$ cat config.mk
export PLATFORM = sky130hd
export DESIGN_NAME = vio_io_bridge
export DESIGN_NICKNAME = d
export VERILOG_FILES = /design/src/rtl/vio_bridge_pkg.sv /design/src/rtl/btn_pulser.sv /design/src/rtl/vio_io_bridge.sv
export SDC_FILE = /design/constraint.sdc
export NUM_CORES = 1
export LEC_CHECK = 0
export CAP_MARGIN = 20
export CORE_MARGIN = 5
export CORE_UTILIZATION = 25
export DETAILED_ROUTE_END_ITERATION = 10
export GPL_TIMING_DRIVEN = 0
export PLACE_DENSITY_LB_ADDON = 0.2
export SKIP_LAST_GASP = 1
export SLEW_MARGIN = 20
export SYNTH_ARGS = -nofsm -noshare
export SYNTH_HDL_FRONTEND = slang
export SYNTH_SLANG_ARGS = --single-unit
export TNS_END_PERCENT = 100
$ cat constraint.sdc
create_clock -name clk -period 7.6 [get_ports clk]
set_clock_uncertainty 0.2 [all_clocks]
set_input_delay 1.52 -clock clk [delete_from_list [all_inputs] [get_ports clk]]
set_output_delay 1.52 -clock clk [all_outputs]
set_load 0.02 [all_outputs]
$ cat src/rtl/vio_bridge_pkg.sv
// Shared definitions for the VIO <-> lab-design bridge.
//   SEG_BYTE_W / SEG_BLANK : layout and blank value of one captured digit.
//   BTN_IDLE / BTN_PRESS   : per-button pulse state encoding.
//   onehot_t, onehot_decode: one-hot index extraction for the anode scan.
package vio_bridge_pkg;

    localparam int         SEG_BYTE_W = 8;
    localparam logic [7:0] SEG_BLANK  = 8'hFF;

    // Widest anode bus the decoder handles; narrower buses are zero-extended.
    localparam int MAX_DIGITS = 32;

    localparam logic [0:0] BTN_IDLE  = 1'b0;
    localparam logic [0:0] BTN_PRESS = 1'b1;

    typedef struct packed {
        logic       valid;  // exactly one bit set
        logic [4:0] idx;    // position of that bit (meaningful only when valid)
    } onehot_t;

    function automatic onehot_t onehot_decode(input logic [MAX_DIGITS-1:0] v);
        onehot_t r;
        int      ones;
        r.valid = 1'b0;
        r.idx   = '0;
        ones    = 0;
        for (int i = 0; i < MAX_DIGITS; i++) begin
            if (v[i]) begin
                ones  = ones + 1;
                r.idx = 5'(i);
            end
        end
        r.valid = (ones == 1);
        return r;
    endfunction

endpackage

$ cat src/rtl/btn_pulser.sv
// One virtual push-button.
//   clk, rst : shared clock, synchronous active-high reset
//   req      : request level from VIO
//   mode     : 0 = pulse (rising edge -> PRESS_CYCLES-long pulse), 1 = level passthrough
//   btn      : registered drive to the lab design
module btn_pulser
    import vio_bridge_pkg::*;
#(
    parameter int PRESS_CYCLES = 1000000
) (
    input  logic clk,
    input  logic rst,
    input  logic req,
    input  logic mode,
    output logic btn
);

    localparam int             CW       = $clog2(PRESS_CYCLES + 1);
    localparam logic [CW-1:0]  CNT_LOAD = CW'(PRESS_CYCLES - 1);

    logic          req_q;
    logic          armed;
    logic [0:0]    state;
    logic [CW-1:0] cnt;
    logic          edge_det;

    // armed masks the first cycle after reset: req_q restarts at 0, so a
    // request held through reset would otherwise look like a fresh edge.
    assign edge_det = req & ~req_q & armed;

    always_ff @(posedge clk) begin
        if (rst) begin
            req_q <= 1'b0;
            armed <= 1'b0;
            state <= BTN_IDLE;
            cnt   <= '0;
            btn   <= 1'b0;
        end else begin
            req_q <= req;
            armed <= 1'b1;
            if (mode) begin
                // Level mode: btn ends up equal to req_q; any press is dropped.
                state <= BTN_IDLE;
                cnt   <= '0;
                btn   <= req;
            end else begin
                case (state)
                    BTN_IDLE: begin
                        if (edge_det) begin
                            state <= BTN_PRESS;
                            cnt   <= CNT_LOAD;
                            btn   <= 1'b1;
                        end else begin
                            btn   <= 1'b0;
                        end
                    end
                    BTN_PRESS: begin
                        // Edges here are ignored; cnt counts remaining high cycles.
                        if (cnt == '0) begin
                            state <= BTN_IDLE;
                            btn   <= 1'b0;
                        end else begin
                            cnt   <= cnt - 1'b1;
                            btn   <= 1'b1;
                        end
                    end
                    default: begin
                        state <= BTN_IDLE;
                        btn   <= 1'b0;
                    end
                endcase
            end
        end
    end

endmodule

$ cat src/rtl/vio_io_bridge.sv
// Bridge between the Vivado VIO core and a lab top design.
//   vio_btn_req/vio_btn_mode -> btn : per-button press pulses or level passthrough
//   vio_sw -> sw, dut_led -> led_q  : one-cycle registered copies
//   dut_anode/dut_cathode/dut_dp    : scanned display, captured per digit into
//                                     seg_capture (byte k = {dp,cathode} of digit k)
//                                     with digit_valid[k] set once digit k latched.
// NUM_DIGITS must not exceed vio_bridge_pkg::MAX_DIGITS.
module vio_io_bridge
    import vio_bridge_pkg::*;
#(
    parameter int NUM_BTNS         = 5,
    parameter int NUM_SW           = 16,
    parameter int NUM_LED          = 16,
    parameter int NUM_DIGITS       = 8,
    parameter int PRESS_CYCLES     = 1000000,
    parameter int STABLE_CYCLES    = 4,
    parameter int ANODE_ACTIVE_LOW = 1
) (
    input  logic                             clk,
    input  logic                             rst,
    input  logic [NUM_BTNS-1:0]              vio_btn_req,
    input  logic [NUM_BTNS-1:0]              vio_btn_mode,
    input  logic [NUM_SW-1:0]                vio_sw,
    output logic [NUM_BTNS-1:0]              btn,
    output logic [NUM_SW-1:0]                sw,
    input  logic [NUM_DIGITS-1:0]            dut_anode,
    input  logic [6:0]                       dut_cathode,
    input  logic                             dut_dp,
    input  logic [NUM_LED-1:0]               dut_led,
    output logic [NUM_LED-1:0]               led_q,
    output logic [SEG_BYTE_W*NUM_DIGITS-1:0] seg_capture,
    output logic [NUM_DIGITS-1:0]            digit_valid
);

    localparam int              STW        = $clog2(STABLE_CYCLES + 1);
    localparam logic [STW-1:0]  STABLE_MAX = STW'(STABLE_CYCLES);

    // ---------------- buttons ----------------
    for (genvar g = 0; g < NUM_BTNS; g++) begin : g_btn
        btn_pulser #(
            .PRESS_CYCLES (PRESS_CYCLES)
        ) u_btn (
            .clk  (clk),
            .rst  (rst),
            .req  (vio_btn_req[g]),
            .mode (vio_btn_mode[g]),
            .btn  (btn[g])
        );
    end

    // ---------------- switches / LEDs ----------------
    always_ff @(posedge clk) begin
        if (rst) begin
            sw    <= '0;
            led_q <= '0;
        end else begin
            sw    <= vio_sw;
            led_q <= dut_led;
        end
    end

    // ---------------- display capture ----------------
    logic [NUM_DIGITS-1:0]   anode_hot;
    logic [MAX_DIGITS-1:0]   anode_ext;
    onehot_t                 sel;
    logic [SEG_BYTE_W-1:0]   sample;
    logic [SEG_BYTE_W-1:0]   prev_sample;
    logic [4:0]              prev_idx;
    logic                    prev_valid;
    logic [STW-1:0]          stab_cnt;
    logic [STW-1:0]          stab_next;
    logic                    write_en;

    assign anode_hot = (ANODE_ACTIVE_LOW != 0) ? ~dut_anode : dut_anode;
    assign anode_ext = MAX_DIGITS'(anode_hot);
    assign sel       = onehot_decode(anode_ext);
    assign sample    = {dut_dp, dut_cathode};

    // Run length of identical valid samples, saturating at STABLE_CYCLES.
    always_comb begin
        stab_next = '0;
        if (sel.valid) begin
            if (prev_valid && (sample == prev_sample) && (sel.idx == prev_idx)) begin
                stab_next = (stab_cnt == STABLE_MAX) ? STABLE_MAX : stab_cnt + 1'b1;
            end else begin
                stab_next = STW'(1);
            end
        end
    end

    // Rewrites the same byte every cycle while the run stays saturated.
    assign write_en = sel.valid && (stab_next == STABLE_MAX);

    always_ff @(posedge clk) begin
        if (rst) begin
            prev_sample <= '0;
            prev_idx    <= '0;
            prev_valid  <= 1'b0;
            stab_cnt    <= '0;
            seg_capture <= {NUM_DIGITS{SEG_BLANK}};
            digit_valid <= '0;
        end else begin
            prev_sample <= sample;
            prev_idx    <= sel.idx;
            prev_valid  <= sel.valid;
            stab_cnt    <= stab_next;
            for (int k = 0; k < NUM_DIGITS; k++) begin
                if (write_en && (sel.idx == 5'(k))) begin
                    seg_capture[k*SEG_BYTE_W +: SEG_BYTE_W] <= sample;
                    digit_valid[k]                          <= 1'b1;
                end
            end
        end
    end

endmodule

# Yosys cells after proc, flatten, opt, wreduce, memory -nomap -nowiden
# Cells that the tools add are included.
dict set report op_classes {
  eq_ne 22
  n_mux 54
  bitwise 21
  n_reduce_logical 27
  addsub 13
}
# op n
set ops {}
lappend ops {{32-bit by 2-bit adder with 32-bit output, second input constant} 7}
lappend ops {{32-bit 2-to-1 mux} 7}
lappend ops {{20-bit 2-to-1 mux} 10}
lappend ops {{20-bit case mux with 2 select lines} 5}
lappend ops {{20-bit logical NOT} 5}
lappend ops {{20-bit by 1-bit subtractor with 20-bit output, second input constant} 5}
lappend ops {{32-bit by 2-bit == test with 1-bit output, second input constant} 1}
lappend ops {{5-bit 2-to-1 mux} 6}
lappend ops {{5-bit by 3-bit == test with 1-bit output, second input constant} 4}
lappend ops {{1-bit 2-to-1 mux} 18}
lappend ops {{1-bit logical AND} 11}
lappend ops {{1-bit AND} 10}
lappend ops {{5-bit by 2-bit == test with 1-bit output, second input constant} 2}
lappend ops {{2-bit by 1-bit != test with 1-bit output, second input constant} 5}
lappend ops {{2-bit != test, second input constant} 5}
lappend ops {{1-bit inverter} 10}
lappend ops {{1-bit case mux with 2 select lines} 5}
lappend ops {{2-bit AND reduction} 5}
lappend ops {{2-bit OR reduction} 5}
lappend ops {{3-bit 2-to-1 mux} 3}
lappend ops {{8-bit == test} 1}
lappend ops {{8-bit inverter} 1}
lappend ops {{3-bit == test, second input constant} 2}
lappend ops {{5-bit by 1-bit == test with 1-bit output, second input constant} 1}
lappend ops {{3 further kinds} 3}
dict set report word_totals {
  input_bits 60
  elab_cells 180
  register_bits 237
  out_inout_bits 109
}

# Longest topological paths before layout
# Gate-level depths: netlist of run 1.
dict set report logic_depth {
  ltp_word 21
  ltp_mapped 24
  ltp_nobuf 23
}

# Cells and area by module
# A second synthesis of run 1 with hierarchy kept.
dict set report unflattened {
  cells_unflattened 1174
  hier_area_um2 10921.7
}
# module seq_area_each_um2 area_each_um2 cells_per_inst instances
set by_module_without_submodules {}
lappend by_module_without_submodules {btn_pulser 480.5 1233.7 140 5}
lappend by_module_without_submodules {vio_io_bridge 2382.3 4753.3 474 1}

# Worst setup path after synthesis of run 1
# OpenSTA, ideal clock, no wires.
dict set report synth_timing {
  kind {input to register}
  from {in dut_anode[0]}
  to {reg seg_capture[50]}
  required_time_ps 7277
  arrival_ps 5843
  slack_ps 1434
  stages 23
  n_path_buf 1
  setup_time_ps 123
  path_cell_list {inv_1 ha_1 xnor2_1 ha_1 mux2_2 ha_1 nand2b_1 nand2_1 ha_1 nand2b_1 nand2_1 ha_1 nor2_1 a31oi_1 ha_1 nor2b_1 xnor2_1 xnor2_1 mux2i_1 a21o_2 or4b_1 buf_6 mux2i_1}
}
dict set report synth_via {
  elab_chain_cells 21
}
# element line
set synth_lines {}
lappend synth_lines {{from (decl)} vio_io_bridge.sv:26} ;# input logic [NUM_DIGITS-1:0] dut_anode,
lappend synth_lines {{8-bit inverter (*)} vio_io_bridge.sv:74} ;# assign anode_hot = (ANODE_ACTIVE_LOW != 0) ? ~dut_anode : dut_anode;
lappend synth_lines {{1-bit 2-to-1 mux (*)} vio_bridge_pkg.sv:28} ;# if (v[i]) begin
lappend synth_lines {{32-bit by 2-bit adder with 32-bit output} vio_bridge_pkg.sv:29} ;# ones = ones + 1;
lappend synth_lines {{32-bit 2-to-1 mux (*)} vio_bridge_pkg.sv:28}
lappend synth_lines {{32-bit by 2-bit adder with 32-bit output} vio_bridge_pkg.sv:29}
lappend synth_lines {{32-bit 2-to-1 mux (*)} vio_bridge_pkg.sv:28}
lappend synth_lines {{32-bit by 2-bit adder with 32-bit output} vio_bridge_pkg.sv:29}
lappend synth_lines {{32-bit 2-to-1 mux (*)} vio_bridge_pkg.sv:28}
lappend synth_lines {{[5 not listed]} -}
lappend synth_lines {{32-bit 2-to-1 mux (*)} vio_bridge_pkg.sv:28}
lappend synth_lines {{32-bit by 2-bit adder with 32-bit output} vio_bridge_pkg.sv:29}
lappend synth_lines {{32-bit 2-to-1 mux (*)} vio_bridge_pkg.sv:28}
lappend synth_lines {{32-bit by 2-bit == test with 1-bit output (*)} vio_bridge_pkg.sv:33} ;# r.valid = (ones == 1);
lappend synth_lines {{3-bit 2-to-1 mux} vio_io_bridge.sv:82} ;# if (sel.valid) begin
lappend synth_lines {{3-bit == test} vio_io_bridge.sv:92} ;# assign write_en = sel.valid && (stab_next == STABLE_MAX);
lappend synth_lines {{1-bit logical AND (*)} vio_io_bridge.sv:92}
lappend synth_lines {{1-bit logical AND (*)} vio_io_bridge.sv:108} ;# if (write_en && (sel.idx == 5'(k))) begin
lappend synth_lines {{to (signal assigned)} vio_io_bridge.sv:100} ;# seg_capture <= {NUM_DIGITS{SEG_BLANK}};
lappend synth_lines {{to (signal, indexed assignment)} vio_io_bridge.sv:109} ;# seg_capture[k*SEG_BYTE_W +: SEG_BYTE_W] <= sample;
lappend synth_lines {{to (decl)} vio_io_bridge.sv:31} ;# output logic [SEG_BYTE_W*NUM_DIGITS-1:0] seg_capture,
# Mark *: on every way between the ends. The rest lies on a longest branch, timed or not.
# A chain may end at the register's enable or synchronous reset.

# Worst setup path in the final report of run 1
dict set report layout_timing {
  from {in dut_anode[1]}
  to {reg seg_capture[16]}
}
dict set report layout_via {
  elab_chain_cells 19
  elab_cells_between_ends 30
  classes_between {add/sub (6); eq/ne (4); mux (16); bitwise (1); reduce/logical (3)}
}
# element line
set layout_lines {}
lappend layout_lines {{8-bit inverter (*)} vio_io_bridge.sv:74}
lappend layout_lines {{32-bit 2-to-1 mux} vio_bridge_pkg.sv:28}
lappend layout_lines {{32-bit by 2-bit adder with 32-bit output} vio_bridge_pkg.sv:29}
lappend layout_lines {{32-bit 2-to-1 mux} vio_bridge_pkg.sv:28}
lappend layout_lines {{32-bit by 2-bit adder with 32-bit output} vio_bridge_pkg.sv:29}
lappend layout_lines {{32-bit 2-to-1 mux} vio_bridge_pkg.sv:28}
lappend layout_lines {{32-bit by 2-bit adder with 32-bit output} vio_bridge_pkg.sv:29}
lappend layout_lines {{32-bit 2-to-1 mux} vio_bridge_pkg.sv:28}
lappend layout_lines {{[3 not listed]} -}
lappend layout_lines {{32-bit 2-to-1 mux} vio_bridge_pkg.sv:28}
lappend layout_lines {{32-bit by 2-bit adder with 32-bit output} vio_bridge_pkg.sv:29}
lappend layout_lines {{32-bit 2-to-1 mux} vio_bridge_pkg.sv:28}
lappend layout_lines {{32-bit by 2-bit == test with 1-bit output} vio_bridge_pkg.sv:33}
lappend layout_lines {{3-bit 2-to-1 mux} vio_io_bridge.sv:82}
lappend layout_lines {{3-bit == test} vio_io_bridge.sv:92}
lappend layout_lines {{1-bit logical AND} vio_io_bridge.sv:92}
lappend layout_lines {{1-bit logical AND (*)} vio_io_bridge.sv:108}
# Marks and branches as above.

==> results.md, run 1 <==
* Outcome: finished, final reports clean
* Synth cell types at 79
* Req. time, crit path at 7.81 ns
* Area growth, synth to finish at 31.2%
* Syn_nets at 1174
* Vias in the first global route at 8113
* Synth Area per Inst at 9.28 sq um
* I/O pin total at 169
* GR Util All Layers at 12.3%
* Mapped Cells at 1100
* Synthesized flop and latch total at 235
* Synth Cell Area at 10200 sq um
* CTS tree: built
* DRC viols at 0
* Leakage at 4.96 nW
* Pwr dens at 230 nW/um^2
* Seq/Total Area, Yosys at 46.1%
* Slew Limit Headroom at 37.5%
* Share of async-settable or async-resettable flops after synthesis at 0%
* Fmax achieved at 145 MHz
* WP data arrival at 7.08 ns
* Core ar. at 40600 sq um
* Finished Core Util at 32.9%
* Pre-antenna DRT Iters at 5
* Post-CTS Hold Buffers at 0
* Final wirelength at 28300 microns
* Worst Hold Class: flip-flop to flip-flop
* Clk_lat worst skew at 0.54 ns
* Final Max Slew Viols at 0
* Routability congestion estimate at 0.783
* Largest net degree at the start of global routing at 14
* Initial DRC Count at 337
* Critical path peak fanout at 9
* Clock slew at reported path FFs at 0.06 ns
* Share of cells above drive strength 1 at 8.63%
* Unrepaired setup endpoints after global routing: false
* # fillers at 4253
* Die Y at 212 microns
* Starting Density at 25.1%
* DR vias at 8299
* DP HPWL at 20100 microns
* Setup TNS at 0 ns
* Max Cap Violations at 0
* Gr ovfl total at 0
* Number of flops mapped to enable cells by yosys at 0
* Post-route ant nets at 0
* Fin. Hold Viols at 0
* Multi-input gate area at 5080 sq um
* Die area at 45000 sq um
* Cts repair resizes at 0
* Critical path class: primary input to flip-flop
* Chip Width at 212 microns
* Global-route wire length before repair at 45100 microns
* Num CTS Buffers at 28
* N_diodes at 0
* Final Cycle Share at 90.5%
* Final net count at 1362
* Reg area at 4700 sq um
* Clock sink total at 235
* Initial antenna violation count at 3
* WL per Instance at 15.4 microns
* Peak VDD IR at 0.138 mV
* Final setup viols at 0
* Post-CTS Setup Bufs at 0
* Ys Warns at 0
* Vias/cell at 4.51
* Worst Max-Slew Pin Slew at 0.925 ns
* CP startpoint kind: primary input
* CP Capture Type: flip-flop
* Port Buffer Count at 158
* Row count at 74
* Synth Flop Type: dfxtp_1
* H-tree lvl count at 1
* Root Buffer: clkbuf_16
* Crit path time final at 6.88 ns
* CTS max path bufs at 3
==> registers in the layout, summed over array words and instances, names as in the netlist, 8 cells and up <==
signal and cells:
led_q 16, sw 16, prev_sample 8, g_btn.u_btn.cnt 100
seg_capture 64, digit_valid 8
==> worst max-delay path: stages <==
cell	delay, ns
clkdlybuf4s50_1	0.56
inv_1	0.10
ha_1	0.39
xnor2_1	0.17
ha_1	0.34
mux2_2	0.29
ha_1	0.33
nand2b_1	0.11
nand2_1	0.08
ha_1	0.29
nand2b_1	0.17
nand2_1	0.08
ha_1	0.29
nor2_1	0.10
a31oi_1	0.05
ha_1	0.20
nor2b_1	0.14
xnor2_1	0.32
xnor2_1	0.18
mux2i_1	0.22
a2111oi_0	0.47
buf_2	0.37
mux2i_1	0.23
nand2_1	0.07
==> power breakdown <==
group	leakage [nW]	switching [W]	total (W)	internal [W]
clock	0.464	0.000521	0.00133	0.000811
sequential	1.92	0.0000280	0.00130	0.00127
combinational	2.58	0.000249	0.000444	0.000194
total	4.96	0.000798	0.00308	0.00228
==> path summary, 6_finish.rpt <==
path | from | to | slack, ns | cells past startpoint
setup / recovery | dut_anode[1] | seg_capture[16] | 0.72 | 24
hold / removal | digit_valid[7] | digit_valid[7] | 0.26 | 2
setup reg to reg | g_btn[2].u_btn.cnt[0] | g_btn[2].u_btn.cnt[18] | 4.26 | 11
hold reg to reg | digit_valid[7] | digit_valid[7] | 0.26 | 2
==> synthesized netlist by cell type (14+ instances only) <==
| master | n | area share (%) |
|---|---|---|
| o21ai_0 | 14 | 0.69 |
| mux2i_1 | 66 | 6.5 |
| clkbuf_1 | 25 | 0.92 |
| buf_2 | 19 | 0.93 |
| nand2_1 | 84 | 3.1 |
| xnor2_1 | 49 | 4.2 |
| nor2b_1 | 59 | 3.6 |
| xor2_1 | 40 | 3.4 |
| nor4_1 | 25 | 1.5 |
| a211oi_1 | 14 | 1.0 |
| inv_1 | 23 | 0.85 |
| nor2_1 | 128 | 4.7 |
| a21oi_1 | 65 | 3.2 |
| ha_1 | 14 | 1.7 |
| or3_1 | 22 | 1.3 |
| nor3_1 | 44 | 2.2 |
| dfxtp_1 | 235 | 46 |
==> cell families after synthesis <==
kind of cell               Yosys count  share of synthesized area (%)
adders and majority gates           14                           1.72
DFF                                235                           46.1
muxes                               70                           6.97
AOI/OAI and AO/OA                  140                           8.75
buffers and inverters               85                           4.20
and+or+nand+nor                    464                           24.0
xor gates and xnor gates            92                           8.30
==> layout make-up <==
class / instances / area share [%]
multi-input combinational: 780 / 37.9
sequential: 235 / 35.1
timing repair buffer: 158 / 11.8
clock buffer: 48 / 6.85
tap: 532 / 4.97
buffer: 61 / 2.53
inverter: 24 / 0.673
clock inverter: 3 / 0.112
==> metrics by stage <==
stage | setup slack (ns) | cells | total power (W) | instance area [sq um] | hold slack (ns)
2_1_floorplan | 1.43 | 1100 | 0.00163 | 10200 | 0.244
3_3_place_gp | 0.248 | 1790 | 0.00177 | 12500 | 0.252
3_5_place_dp | 0.230 | 1790 | 0.00177 | 12500 | 0.251
4_1_cts | 0.751 | 1841 | 0.00314 | 13400 | 0.260
5_1_grt | 0.306 | 1841 | 0.00324 | 13400 | 0.278
6_report | 0.725 | 1841 | 0.00308 | 13400 | 0.255
==> routing by layer <==
metal  GRT usage (%)  share of wire, %  up-vias
met5               0             0.067        -
met2            20.0                46      178
met3            3.13               5.8       40
met1            16.6                46     3894
li1                -                 -     4183
met4            2.75               2.0        4
==> layout by cell type (no fill, tap or decap), types with 7 or more instances in the layout <==
| cell | n |
|---|---|
| ha_1 | 14 |
| o21ai_0 | 14 |
| or2_2 | 10 |
| a21oi_1 | 65 |
| or3_1 | 22 |
| nand2b_1 | 12 |
| clkbuf_16 | 29 |
| nand3b_1 | 7 |
| clkdlybuf4s50_1 | 158 |
| nor2b_1 | 59 |
| nor2_1 | 128 |
| mux2i_1 | 66 |
| clkbuf_8 | 15 |
| buf_2 | 19 |
| or4_1 | 11 |
| dfxtp_1 | 235 |
| inv_1 | 23 |
| xnor2_1 | 49 |
| xor2_1 | 40 |
| nand3_1 | 12 |
| nor3_1 | 44 |
| nor4_1 | 25 |
| clkbuf_1 | 32 |
| nand2_1 | 84 |
| a211oi_1 | 14 |
Note: power is estimated with default switching activity, not from simulation.
==> run 2, diff against run 1 <==
- CAP_MARGIN: 20 -> default
- CORE_ASPECT_RATIO: default -> 1.4
- CTS_CLUSTER_DIAMETER: default -> 150
==> results.md, run 2 (synthesis results as in run 1) <==
* I/O pin total at 169
* Commonest non-fill, non-tap cells in the layout: dfxtp_1 (235), clkdlybuf4s50_1 (158), nor2_1 (128)
* Commonest non-fill, non-tap cell in the layout: dfxtp_1
* Vias in the first global route at 8436
* Routability congestion estimate at 0.836
* Most frequent CP cell: ha_1
* DRC viols at 0
* Peak VDD IR at 0.136 mV
* Final Max Slew Viols at 0
* Slew Limit Headroom at 32.3%
* Worst Max-Slew Pin Slew at 1.00 ns
* Reg-to-reg setup timing slack at 4.33 ns
* Largest registers: g_btn.u_btn.cnt x100, seg_capture x64
* Gr ovfl total at 0
* Reg with most FFs: g_btn.u_btn.cnt
* Vias/cell at 4.49
* CTS max path bufs at 3
* Largest net degree at the start of global routing at 14
* Area growth, synth to finish at 30.6%
* Leakage at 4.92 nW
* WL per Instance at 15.9 microns
* Setup TNS at 0 ns
* Final net count at 1361
* Die area at 45000 sq um
* Outcome: finished, final reports clean
* WP depth at 24
* Critical Path Source: dut_anode[1]
* Post-CTS Hold Buffers at 0
* Global-route wire length before repair at 46700 microns
* WP data arrival at 7.20 ns
* End of the critical path: digit_valid[5]
* Final wirelength at 29300 microns
* Max Cap Violations at 0
* FF-to-FF End: g_btn[2].u_btn.cnt[16]
* GR Util All Layers at 12.7%
* Root Buffer: clkbuf_16
* Num CTS Buffers at 27
* Clk_lat worst skew at 0.54 ns
* CP Capture Type: flip-flop
* Largest register FFs at 100
* CTS tree: built
* N_diodes at 0
* Post-CTS Setup Bufs at 0
* FF-to-FF path depth at 11
* Row count at 87
* Chip Width at 181 microns
* Cts repair resizes at 0
* Final hold slack at 0.251 ns
* Critical path peak fanout at 9
* CP startpoint kind: primary input
* H-tree lvl count at 1
* Fmax achieved at 143 MHz
* Critical path class: primary input to flip-flop
* Clock sink total at 235
* Crit-path cells: clkdlybuf4s50_1, inv_1, ha_1, xnor2_1, ha_1, mux2_2, ha_1, nand2b_1, nand2_1, ha_1, nand2b_1, nand2_1, ha_1, nor2_1, a31oi_1, ha_1, nor2b_1, xnor2_1, xnor2_1, mux2i_1, a21o_2, and4bb_2, buf_2, o21a_1
* Crit-path max cell delay at 0.55 ns
* Req. time, crit path at 7.83 ns
* DR vias at 8247
* Final setup viols at 0
* Final Cycle Share at 91.7%
* Critical path's slowest cell: clkdlybuf4s50_1
* Pwr dens at 228 nW/um^2
* DP HPWL at 21500 microns
* Worst Hold Class: flip-flop to flip-flop
* R2R Path Start: g_btn[2].u_btn.cnt[0]
* Initial antenna violation count at 3
* Post-route ant nets at 0
* Die Y at 249 microns
* Share of cells above drive strength 1 at 8.36%
* Starting Density at 25.3%
* Cell family with most CP delay: adder cells
* Crit path time final at 6.97 ns
* Finished Core Util at 33.0%
* Port Buffer Count at 158
* Initial DRC Count at 244
* Clock slew at reported path FFs at 0.06 ns
* Unrepaired setup endpoints after global routing: false
* Pre-antenna DRT Iters at 5
* Core ar. at 40400 sq um
* Crit path buf inv count at 3
* Fin. Hold Viols at 0
## run 2: cell types whose count changed in the layout (fill, tap and decap cells not counted)
| cell | before | now |
|---|---|---|
| clkinvlp_4 | 0 | 1 |
| clkbuf_16 | 29 | 27 |
| clkbuf_8 | 15 | 9 |
| inv_6 | 0 | 1 |
| bufinv_16 | 0 | 2 |
| clkbuf_1 | 32 | 31 |
## run 2: report_power, final
part	internal, W	switching (W)	leakage, nW
clock network	0.000775	0.000515	0.428
registers	0.00127	0.0000281	1.92
logic	0.000194	0.000252	2.58
total	0.00224	0.000795	4.92
## run 2: through the flow
| step | setup slack, ns | cells | power [W] | area [sq um] |
|---|---|---|---|---|
| 3_3_place_gp | 0.131 | 1792 | 0.00177 | 12500 |
| 5_1_grt | 0.255 | 1838 | 0.00319 | 13300 |
| 3_5_place_dp | 0.0993 | 1792 | 0.00178 | 12500 |
| 6_report | 0.629 | 1838 | 0.00304 | 13300 |
| 4_1_cts | 0.650 | 1838 | 0.00309 | 13300 |
| 2_1_floorplan | 1.43 | 1100 | 0.00163 | 10200 |
## run 2: worst reg2reg max path, stage by stage, from the launching register on
cell and delay, ns:
dfxtp_1 0.31, inv_1 0.09, ha_1 0.17, or4b_2 0.65, or3_1 0.37, clkbuf_1 0.20
o31ai_2 0.46, and2_1 0.19, buf_2 0.19, nor3_1 0.08, xnor2_1 0.15, a21oi_1 0.08
## run 2: cell type report
class                   count  area [sq um]
repair buffers            158          1580
inverters                  24          90.1
fillers                  4171         27100
flip-flops and latches    235          4700
plain buffers              61           339
multi-input cells         780          5080
clock inverters             7          91.3
well taps                 534           668
clock buffers              39           781
## run 2: worst min-delay path by stage
| stage | depth (start not counted) | endpoint | slack (ns) | start |
|---|---|---|---|---|
| 2_1_floorplan | 1 | g_btn[3].u_btn.cnt[13] | 0.24 | g_btn[3].u_btn.cnt[13] |
| 3_3_place_gp | 2 | digit_valid[6] | 0.24 | digit_valid[6] |
| 4_1_cts | 2 | digit_valid[6] | 0.25 | digit_valid[6] |
| 6_report | 2 | digit_valid[6] | 0.25 | digit_valid[6] |
| 3_5_place_dp | 2 | digit_valid[6] | 0.25 | digit_valid[6] |
| 5_1_grt | 2 | digit_valid[7] | 0.28 | digit_valid[7] |
## run 2: per-layer routing
metal,track usage (%),share of wire [%],vias to the layer above
met3,2.56,4.7,40
met5,0,0.075,-
met1,15.2,43,3878
met2,22.9,50,162
li1,-,-,4163
met4,3.42,1.9,4
